--- src/rtl/out_fifo_pkg.sv ---
// Shared width helpers and parameter legality checks for the multi-channel output FIFO.
package out_fifo_pkg;

    localparam int MAX_RATIO = 4;
    localparam int MIN_DEPTH = 4;
    localparam int MAX_DEPTH = 64;

    function automatic int sw_f(input int din_w, input int ratio);
        return din_w / ratio;
    endfunction

    function automatic int ptr_w_f(input int depth);
        return $clog2(depth);
    endfunction

    function automatic int lvl_w_f(input int depth);
        return $clog2(depth) + 1;
    endfunction

    // A single-slice configuration still needs a 1-bit counter to keep widths legal.
    function automatic int slc_w_f(input int ratio);
        return (ratio > 1) ? $clog2(ratio) : 1;
    endfunction

    function automatic bit cfg_ok_f(input int din_w, input int ratio, input int depth,
                                    input int ae_value, input int af_value);
        bit ok;
        ok = (ratio == 1 || ratio == 2 || ratio == MAX_RATIO);
        ok = ok && (din_w % ratio == 0);
        ok = ok && (depth >= MIN_DEPTH) && (depth <= MAX_DEPTH) && ((depth & (depth - 1)) == 0);
        ok = ok && (ae_value >= 1) && (ae_value <= depth * ratio - 1);
        ok = ok && (af_value >= 1) && (af_value <= depth - 1);
        return ok;
    endfunction

endpackage

--- src/rtl/out_fifo_ctrl.sv ---
// Shared pointer, slice counter, LEVEL and flag control for all FIFO channels.
// Optional OUT_FIFO_ERR_FLAGS_EN adds sticky overflow/underflow flags.
module out_fifo_ctrl
    import out_fifo_pkg::*;
#(
    parameter int DEPTH    = 8,
    parameter int RATIO    = 2,
    parameter int AE_VALUE = 1,
    parameter int AF_VALUE = 1,
    localparam int PW = ptr_w_f(DEPTH),
    localparam int LW = lvl_w_f(DEPTH),
    localparam int CW = slc_w_f(RATIO)
) (
    input  logic          clk,
    input  logic          resetn,
    input  logic          wren,
    input  logic          rden,
    output logic          we,
    output logic          re,
    output logic [PW-1:0] waddr,
    output logic [PW-1:0] raddr,
    output logic [CW-1:0] slc,
    output logic          empty,
    output logic          full,
    output logic          almostempty,
    output logic          almostfull,
    output logic [LW-1:0] level
`ifdef OUT_FIFO_ERR_FLAGS_EN
    ,
    output logic          overflow,
    output logic          underflow
`endif
);

    // Slices remaining can reach DEPTH*RATIO, up to two bits wider than LEVEL.
    localparam int RW = LW + 2;

    logic [PW-1:0] wr_ptr, rd_ptr;
    logic [CW-1:0] slc_r, slc_nxt;
    logic [LW-1:0] level_r, level_nxt, room_nxt;
    logic [RW-1:0] rem_nxt;
    logic          wr_acc, rd_acc, last_slc, free_ent;

    always_comb begin
        wr_acc    = wren & ~full;
        rd_acc    = rden & ~empty;
        last_slc  = (slc_r == CW'(RATIO - 1));
        free_ent  = rd_acc & last_slc;
        level_nxt = level_r + LW'(wr_acc) - LW'(free_ent);
        slc_nxt   = slc_r;
        if (rd_acc) begin
            slc_nxt = last_slc ? '0 : slc_r + CW'(1);
        end
        rem_nxt   = RW'(level_nxt) * RW'(RATIO) - RW'(slc_nxt);
        room_nxt  = LW'(DEPTH) - level_nxt;
    end

    always_ff @(posedge clk) begin
        if (!resetn) begin
            wr_ptr      <= '0;
            rd_ptr      <= '0;
            slc_r       <= '0;
            level_r     <= '0;
            empty       <= 1'b1;
            almostempty <= 1'b1;
            full        <= 1'b0;
            almostfull  <= 1'b0;
        end else begin
            if (wr_acc) wr_ptr <= wr_ptr + PW'(1);
            if (free_ent) rd_ptr <= rd_ptr + PW'(1);
            slc_r       <= slc_nxt;
            level_r     <= level_nxt;
            empty       <= (rem_nxt == '0);
            full        <= (level_nxt == LW'(DEPTH));
            almostempty <= (rem_nxt <= RW'(AE_VALUE));
            almostfull  <= (room_nxt <= LW'(AF_VALUE));
        end
    end

`ifdef OUT_FIFO_ERR_FLAGS_EN
    always_ff @(posedge clk) begin
        if (!resetn) begin
            overflow  <= 1'b0;
            underflow <= 1'b0;
        end else begin
            if (wren & full) overflow <= 1'b1;
            if (rden & empty) underflow <= 1'b1;
        end
    end
`endif

    assign we    = wr_acc;
    assign re    = rd_acc;
    assign waddr = wr_ptr;
    assign raddr = rd_ptr;
    assign slc   = slc_r;
    assign level = level_r;

endmodule

--- src/rtl/out_fifo_array.sv ---
// Parametrised multi-channel output FIFO: wide writes, LSB-first narrow slice reads.
// Optional OUT_FIFO_ERR_FLAGS_EN adds OVERFLOW/UNDERFLOW sticky outputs.
module out_fifo_array
    import out_fifo_pkg::*;
#(
    parameter int NUM_CH   = 10,
    parameter int DIN_W    = 8,
    parameter int RATIO    = 2,
    parameter int DEPTH    = 8,
    parameter int AE_VALUE = 1,
    parameter int AF_VALUE = 1,
    localparam int SW = sw_f(DIN_W, RATIO),
    localparam int LW = lvl_w_f(DEPTH)
) (
    input  logic                 CLK,
    input  logic                 RESETN,
    input  logic                 WREN,
    input  logic [NUM_CH*DIN_W-1:0] D,
    input  logic                 RDEN,
    output logic [NUM_CH*SW-1:0] Q,
    output logic                 EMPTY,
    output logic                 FULL,
    output logic                 ALMOSTEMPTY,
    output logic                 ALMOSTFULL,
    output logic [LW-1:0]        LEVEL
`ifdef OUT_FIFO_ERR_FLAGS_EN
    ,
    output logic                 OVERFLOW,
    output logic                 UNDERFLOW
`endif
);

    localparam int PW = ptr_w_f(DEPTH);
    localparam int CW = slc_w_f(RATIO);

    if (!cfg_ok_f(DIN_W, RATIO, DEPTH, AE_VALUE, AF_VALUE)) begin : g_cfg_err
        $error("out_fifo_array: illegal DIN_W/RATIO/DEPTH/AE_VALUE/AF_VALUE combination");
    end

    logic          we, re;
    logic [PW-1:0] waddr, raddr;
    logic [CW-1:0] slc;

    out_fifo_ctrl #(
        .DEPTH    (DEPTH),
        .RATIO    (RATIO),
        .AE_VALUE (AE_VALUE),
        .AF_VALUE (AF_VALUE)
    ) u_ctrl (
        .clk         (CLK),
        .resetn      (RESETN),
        .wren        (WREN),
        .rden        (RDEN),
        .we          (we),
        .re          (re),
        .waddr       (waddr),
        .raddr       (raddr),
        .slc         (slc),
        .empty       (EMPTY),
        .full        (FULL),
        .almostempty (ALMOSTEMPTY),
        .almostfull  (ALMOSTFULL),
        .level       (LEVEL)
`ifdef OUT_FIFO_ERR_FLAGS_EN
        ,
        .overflow    (OVERFLOW),
        .underflow   (UNDERFLOW)
`endif
    );

    for (genvar c = 0; c < NUM_CH; c++) begin : g_ch
        logic [DIN_W-1:0] mem [DEPTH];
        logic [DIN_W-1:0] rd_word;
        logic [SW-1:0]    q_p1;

        always_ff @(posedge CLK) begin
            if (we) mem[waddr] <= D[c*DIN_W +: DIN_W];
        end

        assign rd_word = mem[raddr];

        // Read stage: slice mux registered into the output lane.
        always_ff @(posedge CLK) begin
            if (!RESETN) begin
                q_p1 <= '0;
            end else if (re) begin
                q_p1 <= rd_word[int'(slc)*SW +: SW];
            end
        end

        assign Q[c*SW +: SW] = q_p1;
    end

endmodule

--- config.mk ---
export PLATFORM = sky130hd
export DESIGN_NAME = out_fifo_array
export DESIGN_NICKNAME = d
export VERILOG_FILES = /design/src/rtl/out_fifo_pkg.sv /design/src/rtl/out_fifo_ctrl.sv /design/src/rtl/out_fifo_array.sv
export SDC_FILE = /design/constraint.sdc
export NUM_CORES = 1
export LEC_CHECK = 0
export ABC_CLOCK_PERIOD_IN_PS = 11800
export CAP_MARGIN = 25
export CORE_ASPECT_RATIO = 0.9
export CORE_MARGIN = 1
export CORE_UTILIZATION = 60
export CTS_CLUSTER_SIZE = 20
export DETAILED_ROUTE_END_ITERATION = 8
export PLACE_DENSITY = 0.8
export SETUP_SLACK_MARGIN = 0.5
export SLEW_MARGIN = 20
export SYNTH_ARGS = -nofsm -noshare
export SYNTH_HDL_FRONTEND = slang
export SYNTH_SLANG_ARGS = --single-unit
--- constraint.sdc ---
create_clock -name CLK -period 11.8 [get_ports CLK]
set_input_delay 1.18 -clock CLK [delete_from_list [all_inputs] [get_ports CLK]]
set_output_delay 1.18 -clock CLK [all_outputs]
set_load 0.02 [all_outputs]
Word level (Yosys, flattened, before mapping)
Memory sizes are Yosys's and may differ from the RTL's. A register that Yosys moved wholly into a read port is not among the register bits.
Cells that the tools add are included.
Operators by class
  add/sub/neg operators: 7
  $lt $le $gt $ge: 2
  eq/ne operators: 1
  shift-type cells: 10
  mux-type cells: 24
  bitwise operators: 5
  reductions and logical operators: 1
Operators by type and width (number)
  $shiftx A8 B4 Y4: 10
  $mux W3: 20
  $add A3 B1 Y3 const B: 2
  $le A6 B1 Y1 const B: 1
  $logic_not A6 Y1: 1
  $sub A5 B1 Y6: 1
  $add A4 B1 Y4: 1
  $eq A4 B4 Y1 const B: 1
  $le A4 B1 Y1 const B: 1
  $mux W1: 4
  $sub A4 B1 Y4: 1
  $sub A4 B4 Y4 const A: 1
  $and A1 B1 Y1: 3
  $not A1 Y1: 2
  $add A1 B1 Y1 const B: 1
Storage, ports and cells
  register bits after elaboration: 55
  bits in writable memories: 640
  output and inout bits: 48
  logic and storage cells: 78
  memories kept: 10
Memories
  g_ch[0].mem: depth 8, width 8, rd ports 1, clocked after Yosys merged registers in 1, write ports 1, line out_fifo_array.sv:72  | logic [DIN_W-1:0] mem [DEPTH];
  g_ch[1].mem: depth 8, width 8, rd ports 1, clocked after Yosys merged registers in 1, write ports 1, line out_fifo_array.sv:72
  g_ch[2].mem: depth 8, width 8, rd ports 1, clocked after Yosys merged registers in 1, write ports 1, line out_fifo_array.sv:72
  g_ch[3].mem: depth 8, width 8, rd ports 1, clocked after Yosys merged registers in 1, write ports 1, line out_fifo_array.sv:72
  g_ch[4].mem: depth 8, width 8, rd ports 1, clocked after Yosys merged registers in 1, write ports 1, line out_fifo_array.sv:72
  g_ch[5].mem: depth 8, width 8, rd ports 1, clocked after Yosys merged registers in 1, write ports 1, line out_fifo_array.sv:72
  4 more memories

Depth between registers and ports, before layout
  depth in word-level cells: 6
  mapped depth: 10
  gate-level depth less buffers: 10

By module
Synthesis repeated with hierarchy kept, for this count alone.
Second synthesis, totals
  cell total of the unflattened synthesis: 1567
  area, all modules: 26674.3 um^2
Modules (own cells, without submodules)
  out_fifo_array: times used 1, cells each 1503, area each 25989.9 um^2, sequential area each 20019.2 um^2
  out_fifo_ctrl: times used 1, cells each 64, area each 684.4 um^2, sequential area each 300.3 um^2

Least setup slack after synthesis
Ideal clock, no wire load.
  kind: input to register
  from: in WREN
  to: mem g_ch[0].mem[0][0], enable pin
  arrival time: 8.981 ns
  data required time: 11.085 ns
  setup slack: 2.104 ns
  cell stages on the path: 3
  path buffers: 1
  cell sequence: nand2b_1 clkbuf_1 nor4_1
Between the ends
  word-level cells in the longest chain between the ends: 3
RTL lines
  from (decl): line out_fifo_array.sv:17  | input logic WREN,
  $and A1 B1 Y1: line out_fifo_ctrl.sv:45  | wr_acc = wren & ~full;
  $mux W1: line out_fifo_array.sv:77  | if (we) mem[waddr] <= D[c*DIN_W +: DIN_W];
  $mux W1 (not written as such): line out_fifo_array.sv:77
  to (decl): line out_fifo_array.sv:72
No other way between the ends.

Worst setup path in the final report
  from: in WREN
  to: mem g_ch[1].mem[6][6], enable pin
Between the ends
  word-level cells in the longest chain between the ends: 3
RTL lines (line)
  $and A1 B1 Y1: out_fifo_ctrl.sv:45
  $mux W1: out_fifo_array.sv:77
  $mux W1 (not written as such): out_fifo_array.sv:77
  to (decl): out_fifo_array.sv:72
No other way between the ends.

==> summary.txt <==
Floorplanning
  – Die Footprint: 44900 um2
  – Core area: roughly 43000 um2
  – Core Rows: just over 70
  – Die span in x: 223 um
  – Die span in y: about 200 um
  – Initial Utilization: roughly three fifths
  – I/O pin count: 132

Global route
  – Vias in the first global route: between 10000 and 15000
  – First-pass GRT wire length: about 81 mm
  – Initial antenna violation count: 7
  – Tot GR Track Use: between 20% and 30%
  – Total grt overflow: 0
  – Largest net degree at the start of global routing: 120

Placed design
  – Port Buffers: ~130
  – Placed cells: between 1500 and 2000
  – Post-DP HPWL: roughly 27 mm
  – Routability cong.: 0.700

Timing
  – Slew margin rel.: about a third
  – Final setup fails: 0
  – Final critical delay including setup and external delays: roughly 3.7 ns
  – Worst-Margin Slew: 0.984 ns
  – Max Freq: ~270 MHz
  – Setup tns final: 0 ns
  – RSZ-0062 raised after global routing: no
  – Final Slew Violations: 0
  – Tcrit/Tclk final: between 30% and 40%
  – Final Skew: about 0.018 ns
  – Final hold violations: 0

Clocking
  – Post-CTS Setup Bufs: 0
  – Worst-path clk slew: around 0.060 ns
  – Clock root buffer: clkbuf_16
  – Total CTS buffers: 69
  – Hold-fix buffers at CTS: 0
  – Clock tree buffer depth: 3
  – Worst-Skew Late Latency: around 0.59 ns
  – Post_cts resized: 0
  – H-tree depth: 3
  – CTS tree: yes
  – Sink Count: around 700

Drt
  – Vias: 12785
  – First-pass DRT Iterations: 5
  – Vias/cell: 6.35
  – Detail Route Antenna Nets: 0
  – Routed wire length: between 50 and 60 mm
  – DRC viols: 0
  – 1st-iter DRT viols: 1242
  – Routed length per instance: 26.6 um

Cells and area
  – FF/Latch Area: 20400 um2
  – Finished Layout Cells: between 2000 and 2500
  – Area added between synthesis and finish: 16.1%
  – Commonest non-fill, non-tap cell in the layout: edfxtp_1
  – Multi-input logic area: ~5700 um2
  – Nets@finish: approximately 1500
  – Fillers: around 2500
  – Commonest cells after routing, fill and taps aside: 640 x edfxtp_1, 131 x clkdlybuf4s50_1, 92 x mux4_2
  – Layout cells sized above 1: 18.8%

Critical path
  – Crit path capture type: flip-flop
  – Critical path class: in -> reg
  – Arr. time, crit path: between 3 and 4 ns
  – Worst-path fanout max: 58
  – WP data required: 12.00 ns
  – Critical Path Start Type: input port

Logic synthesis
  – Distinct cells, synth: 38
  – Synthesis Warnings: 0
  – Syn avg cell area: 21.2 um2
  – Mapped Area: 26400 um2
  – Cell count after synthesis: roughly 1200
  – Seq/Total Area, Yosys: 77.2%
  – Yosys reg bits: between 600 and 700
  – Syn nets: about 1300

Status
  – Outcome: complete, no violations

Power and ir drop
  – Peak supply drop: ~120 uV
  – Int Pwr: 4.53 mW
  – NetSw: 1.34 mW
  – Combinational power share: between 10% and 20%
  – Sw Share: ~23%
  – Seq pwr share: approximately half
  – Static Leak: 9.63 nW
  – P per Cell Area: about 190 nW/um2
  – Clock share of power: 38.0%

Run
  – Max Cap Viol: 0

Hold path
  – Worst min path class: reg -> reg
## layout make-up
cell class	count	area share [%]
Clock buffer	95	6.45
Inverter	4	0.0490
Antenna cell	2	0.0163
Clock inverter	29	1.11
Multi-Input combinational cell	474	18.6
Sequential cell	698	66.5
Timing Repair Buffer	157	5.06
Tap cell	555	2.26
## power groups by stage
stage / Sequential [mW] / Combinational, mW / Clock [mW]
floorplan: 3.05 / 0.364 / 0
global placement: 3.02 / 0.624 / 0
detailed placement: 3.03 / 0.644 / 0
CTS: 2.99 / 0.652 / 2.26
global route: 3.00 / 0.692 / 2.35
finish: 2.99 / 0.647 / 2.23
## flip-flops by register name (all words and copies together), names as in the netlist, named ones only
register	cells
u_ctrl.raddr	3
g_ch.mem	640
g_ch.q_p1	40
u_ctrl.slc	1
u_ctrl.level	4
u_ctrl.almostfull	1
u_ctrl.waddr	3
u_ctrl.empty	1
u_ctrl.almostempty	1
u_ctrl.full	1
## per-layer routing
layer	wire [um]	track usage, %	vias to the layer above
li1	-	-	5496
met1	21500	32.6	6674
met2	27000	41.3	498
met3	3790	5.39	107
met4	1220	7.73	10
met5	59	0	-
## final timing paths
check	start	to	slack, ns	cells after the start
setup reg to reg	u_ctrl.slc	g_ch[4].q_p1[2]	8.42	7
hold / removal	g_ch[1].q_p1[3]	g_ch[1].q_p1[3]	0.49	2
setup / recovery	WREN	g_ch[1].mem[6][6]	8.10	5
hold reg to reg	g_ch[1].q_p1[3]	g_ch[1].q_p1[3]	0.49	2
## cell usage after synthesis (all sizes together)
cell type / number / share of area [%]
a21boi: 1 / 0.028
ha: 7 / 0.33
nand4b: 1 / 0.033
dfxtp: 58 / 4.4
or3b: 1 / 0.033
nor2b: 8 / 0.19
o31ai: 1 / 0.028
o41ai: 1 / 0.033
nor4: 1 / 0.024
nand4: 1 / 0.024
xnor2: 8 / 0.27
o211ai: 39 / 1.1
nor3: 4 / 0.076
buf: 34 / 0.98
nand3: 1 / 0.019
a21oi: 1 / 0.019
a22oi: 79 / 2.2
nor2: 4 / 0.057
mux2: 40 / 1.7
clkbuf: 37 / 0.53
edfxtp: 640 / 73
xor2: 2 / 0.066
and3b: 1 / 0.033
and3: 1 / 0.024
nand3b: 1 / 0.028
mux2i: 85 / 3.2
inv: 4 / 0.057
nand2: 50 / 0.71
nand2b: 4 / 0.095
and2: 11 / 0.26
fa: 1 / 0.076
mux4: 119 / 11
a21o: 1 / 0.028
## cell families after synthesis
family          Yosys count  share of synthesized area [%]
flops                   698                           77.2
xor+xnor                 10                          0.332
compound gates          123                           3.49
fa+ha+maj                 8                          0.407
mux                     244                           15.5
simple gates             89                           1.61
buf+inv                  75                           1.56
## metrics by stage
stage,instance area [um2],power (mW),hold slack [ns],util (%),setup slack (ns)
2_1_floorplan,26400,3.41,0.503,-,2.10
3_3_place_gp,28300,3.65,0.470,65.6,7.58
3_5_place_dp,28300,3.68,0.477,65.6,7.47
4_1_cts,30600,5.90,0.492,70.9,8.06
5_1_grt,30700,6.04,0.522,71.1,7.94
6_report,30700,5.86,0.487,71.1,8.10
## critical path, cell delays in order
cell	delay [ns]
clkdlybuf4s50_1	0.50
nor2b_1	0.30
nand2_1	0.29
nor2_4	0.73
buf_4	0.84
Note: power is estimated with default switching activity, not from simulation.
==> edit 1 (config.mk and constraints unchanged) <==
The option `OUT_FIFO_ERR_FLAGS_EN` is turned on by a define.
--- a/src/rtl/out_fifo_ctrl.sv
+++ b/src/rtl/out_fifo_ctrl.sv
@@ -1,4 +1,6 @@
 // Shared pointer, slice counter, LEVEL and flag control for all FIFO channels.
 // Optional OUT_FIFO_ERR_FLAGS_EN adds sticky overflow/underflow flags.
+`define OUT_FIFO_ERR_FLAGS_EN
+
 module out_fifo_ctrl
     import out_fifo_pkg::*;
Function (old outputs only; new: OVERFLOW and UNDERFLOW): kept (Yosys induction, for registers that start in step).
==> edit 1 against the unedited design <==
- fmax increased by 3.4%
- cell area decreased by 0.10%
- worst setup slack improved by 0.12 ns
- sequential share of layout area increased by 0.20 points
- sequential cell count increased by 2
- area after synthesis increased by 0.23%
- power decreased by 1.1%
- routed wire length decreased by 3.9%
- critical path type unchanged
- largest cell class unchanged
- largest power group unchanged
==> edit 1: results (changes against the unedited design) <==
htreeDepth: 3  # unchanged
viasPerCell: 6.23  # -1.8%
cts_buffers: 68  # -1.4%
synth.distinct_cells: 38  # unchanged
synth_compound_area_share_pct: 3.52  # +0.030 points
hp-start: "g_ch[8].q_p1[1]"
power_leakage_uw: 0.00960  # -0.38%
gp_congestion: 0.732  # +4.6%
r2r-end: "u_ctrl.empty"
wl_mm: 51.4  # -3.9%
grt_usage_pct: 23.8  # -0.88 points
clk_latency_ns: 0.60
grt_max_degree: 106  # -12%
n_antenna_cell: 3  # +1
numPortBuffers: 133  # +1.5%
grt_pass1_vias: 13400  # -0.56%
crit_family: "simple AND/OR/NAND/NOR gates"
drt_iter0_drc: 1042  # -16%
nonClkBufAreaFrac_pct: 5.06  # +0.0052 points
clockRootBuffer: "clkbuf_16"
postCtsSetupBuffers: 0  # unchanged
yosysWarnings: 0  # unchanged
multiInputGateArea_mm2: 0.00571  # +0.33%
synth_edf_count: 640  # unchanged
cp_data_arrival_time_ns: 4.11  # +0.21 ns
fmax_ghz: 0.279  # +3.4%
synth_adder_area_share_pct: 0.406  # -0.00092 points
nNonClkBuffers: 158  # +0.64%
sh_seq_area_pct: 66.7  # +0.20 points
clock_area_share_pct: 7.27  # -0.29 points
crit_slowest_cell: "clkdlybuf4s50_1"
nFillCells: 2533  # +2.3%
fin_nets: 1502  # +0.40%
multi_input_comb_cells: 478  # +0.84%
r2r_slack_ns: 8.67  # +0.25 ns
clkSlewWorstSetupHoldPaths_ns: 0.06  # about the same
synthTopCellsByCount: "edfxtp_1 (640), mux4_2 (93), mux2i_1 (85)"
netlist_top_cells_area: "edfxtp_1 (73%), mux4_2 (7.9%), dfxtp_1 (4.5%)"
pre_cts_ws_ns: 7.65  # +0.177 ns
clkSinkCount: 700  # +0.29%
fin_skew_ns: 0.0252  # +0.00771 ns
synth_xor_area_share_pct: 0.331  # -0.00075 points
synth_top_family_by_area: "multiplexers"
worst_path_largest_cell_delay_ns: 0.48  # -0.36 ns
whs_endpoint: "g_ch[8].q_p1[1]"
worst_slew_pin_slew_ns: 1.04  # +0.0594 ns
yosysSeqAreaShare_pct: 77.1  # about the same
status: "completed"
cp_max_fo: 5  # -91%
grt_pass1_wl_mm: 79.5  # -2.0%
antenna_found_initial: 6  # -1
dp_hpwl_mm: 27.0  # -1.3%
firstDrtPassIters: 4  # -1
largest_register_ffs: 640  # unchanged
reg2reg_depth: 8  # +1
drive_gt1_share_pct: 18.4  # -0.44 points
irDropWorstVdd_uv: 134  # +7.9%
ctsResizeCount: 0  # unchanged
synthMuxAreaShare_pct: 15.4  # -0.049 points
synthesis.nets: 1345  # +0.45%
edit 1: through the flow:
stage / utilization, % / instances / hold WS (ns) / area [µm²]
6_report: 70.9 / 2023 / 0.486 / 30600
5_1_grt: 70.8 / 2022 / 0.509 / 30600
4_1_cts: 70.8 / 2019 / 0.491 / 30600
3_5_place_dp: 65.6 / 1894 / 0.477 / 28400
3_3_place_gp: 65.6 / 1894 / 0.472 / 28400
2_1_floorplan: - / 1253 / 0.503 / 26500
edit 1: how the worst max path moves through the flow:
stage,depth (start not counted),to,start
after detailed placement,11,u_ctrl.almostfull,RDEN
after global routing,11,u_ctrl.almostfull,RDEN
after global placement,11,u_ctrl.almostfull,RDEN
after CTS,11,u_ctrl.almostfull,RDEN
after floorplan,3,g_ch[0].mem[0][0],WREN
final,11,u_ctrl.almostfull,RDEN
edit 1: logic make-up (layout without fill, tap and decap cells):
logic type | Yosys count | count (layout)
multiplexers | 244 | 244
adder cells (fa/ha/maj) | 8 | 8
XOR/XNOR | 10 | 10
buffers and inverters | 75 | 287
AO/OA/AOI/OAI | 125 | 125
AND/OR/NAND/NOR | 91 | 91
flip-flops | 700 | 700
other | 0 | 3
edit 1: per-layer routing:
metal / vias up / global-route usage [%] / share of wire (%)
met3: 91 / 4.99 / 5.9
met5: - / 0 / 0.10
met4: 8 / 7.68 / 2.0
li1: 5521 / - / -
met1: 6574 / 32.5 / 42
met2: 413 / 38.8 / 50
edit 1: power by group:
| group | internal [µW] | switching [µW] | leakage (µW) |
|---|---|---|---|
| clock network | 1280 | 888 | 0.00108 |
| logic | 295 | 359 | 0.00221 |
| registers | 2890 | 80.5 | 0.00630 |
| total | 4470 | 1330 | 0.00960 |
==> edit 2 (same settings) <==
Without the edit above. Register the output `LEVEL`, cleared by the reset; this adds one clock of latency there. The other outputs are not delayed to match.
--- a/src/rtl/out_fifo_array.sv
+++ b/src/rtl/out_fifo_array.sv
@@ -34,4 +34,6 @@
     localparam int CW = slc_w_f(RATIO);
 
+    logic [LW-1:0] LEVEL_d;
+
     if (!cfg_ok_f(DIN_W, RATIO, DEPTH, AE_VALUE, AF_VALUE)) begin : g_cfg_err
         $error("out_fifo_array: illegal DIN_W/RATIO/DEPTH/AE_VALUE/AF_VALUE combination");
@@ -61,5 +63,5 @@
         .almostempty (ALMOSTEMPTY),
         .almostfull  (ALMOSTFULL),
-        .level       (LEVEL)
+        .level       (LEVEL_d)
 `ifdef OUT_FIFO_ERR_FLAGS_EN
         ,
@@ -92,4 +94,12 @@
     end
 
+    always_ff @(posedge CLK) begin
+        if (!RESETN) begin
+            LEVEL <= '0;
+        end else begin
+            LEVEL <= LEVEL_d;
+        end
+    end
+
 endmodule
 
Formal check against the unedited RTL: not equivalent (a bounded check fails within 4 cycles, from zero or initial values and one cycle with RESETN low).
==> edit 2 against the unedited design <==
- global-route usage down 0.35 points
- sequential power about the same
- critical path depth up 6
- routed wire length down 0.98%
- cell area up 0.46%
- sequential cell count up 4
- synthesized cell count up 0.64%
- area after synthesis up 0.38%
- first-iteration DRC count down 10%
- power up 0.63%
- worst setup slack worse by 0.0029 ns
- largest cell class unchanged
==> edit 2: results (changes against the unedited design) <==
status: "completed"
drt_iter0_drc: 1116  # -10%
start_util_pct: 61.3  # +0.11 points
whs_endpoint: "g_ch[4].q_p1[3]"
synthTopCellsByCount: "edfxtp_1 (640), mux4_2 (93), mux2i_1 (85)"
netlist_top_cells_area: "edfxtp_1 (72%), mux4_2 (7.9%), dfxtp_1 (4.7%)"
wl_met2_mm: 27.0  # about the same
fin_nets: 1503  # +0.47%
relSlewSlack_pct: 35.4  # +1.0 points
met1_length_mm: 21.2  # -1.3%
grt_max_degree: 113  # -5.8%
cp_data_arrival_time_ns: 4.22  # +0.32 ns
nFillCells: 2488  # +0.53%
synth_xor_area_share_pct: 0.330  # -0.0013 points
grt_pass1_wl_mm: 80.8  # -0.46%
drive_gt1_share_pct: 19.0  # +0.16 points
grt_usage_pct: 24.3  # -0.35 points
netSwitchingPower_uw: 1330  # -0.36%
synthesis.nets: 1347  # +0.60%
synthMuxAreaShare_pct: 15.4  # -0.073 points
fp.dieW_um: 224  # +0.19%
fin_skew_ns: 0.0163  # -0.00122 ns
hp-start: "g_ch[4].q_p1[3]"
cp_max_fo: 5  # -91%
pre_cts_ws_ns: 7.53  # +0.0510 ns
r2r-end: "g_ch[9].q_p1[3]"
yosysSeqAreaShare_pct: 77.2  # about the same
routed-wl-met3_mm: 3.57  # -6.0%
post_drt_wl_per_cell_um: 26.2  # -1.5%
gp_congestion: 0.726  # +3.8%
r2r_slack_ns: 8.61  # +0.19 ns
via_count: 12900  # +0.52%
dp_hpwl_mm: 27.4  # +0.21%
cts_buffers: 68  # -1.4%
clkSinkCount: 702  # +0.57%
postCtsSetupBuffers: 0  # unchanged
irDropWorstVdd_uv: 129  # +3.7%
synth_adder_area_share_pct: 0.406  # -0.0016 points
edit 2: area by class of cell:
class                      instances  area [µm²]  area share (%)
antenna                            3        7.51          0.0244
clock buffer                      98        1950            6.32
clock inverter                    27         412            1.34
inverter                           4        15.0          0.0487
multi-input combinational        478        5710            18.5
sequential                       702       20500            66.4
tap                              555         694            2.25
timing repair buffer             157        1550            5.04
edit 2: through the flow:
step                utilization (%)  area, µm²  instances  hold WS, ns
floorplan                         -      26500       1255        0.441
global placement               65.7      28400       1894        0.461
detailed placement             65.7      28400       1895        0.478
CTS                            71.2      30800       2020        0.492
global route                   71.2      30800       2022        0.519
finish                         71.3      30800       2024        0.486
edit 2: worst max path at each step:
stage	start	to	slack, ns
after global routing	RDEN	u_ctrl.almostfull	7.91
after CTS	RDEN	u_ctrl.almostfull	8.12
after global placement	WREN	g_ch[0].mem[3][1]	7.54
after floorplan	WREN	g_ch[0].mem[0][0]	2.10
final	RDEN	u_ctrl.almostfull	8.10
after detailed placement	RDEN	u_ctrl.almostfull	7.53
edit 2: kinds of logic after synthesis:
| family | after synthesis |
|---|---|
| and+or+nand+nor | 93 |
| AOI/OAI and AO/OA | 123 |
| muxes | 244 |
| xor gates and xnor gates | 10 |
| buffers and inverters | 75 |
| adders and majority gates | 8 |
| DFF | 702 |
edit 2: power by group through the flow:
stage / combinational [µW] / sequential (µW) / clock [µW]
6_report: 657 / 2990 / 2260
5_1_grt: 700 / 3000 / 2380
2_1_floorplan: 366 / 3060 / 0
4_1_cts: 662 / 2990 / 2280
3_3_place_gp: 629 / 3020 / 0
3_5_place_dp: 650 / 3040 / 0
edit 2: per-layer routing:
| layer | GRT usage, % | vias to the layer above |
|---|---|---|
| met4 | 7.17 | 8 |
| met5 | 0 | - |
| met3 | 5.18 | 111 |
| met2 | 40.7 | 486 |
| li1 | - | 5520 |
| met1 | 32.5 | 6726 |
edit 2: worst max-delay path: stages:
cell and delay, ns:
clkdlybuf4s50_1 0.46, nor2b_1 0.43, ha_1 0.32, xnor2_1 0.14, ha_1 0.21, inv_1 0.07, fa_1 0.41, xnor2_1 0.16
nand2b_1 0.18, or3b_2 0.49, mux2i_1 0.15
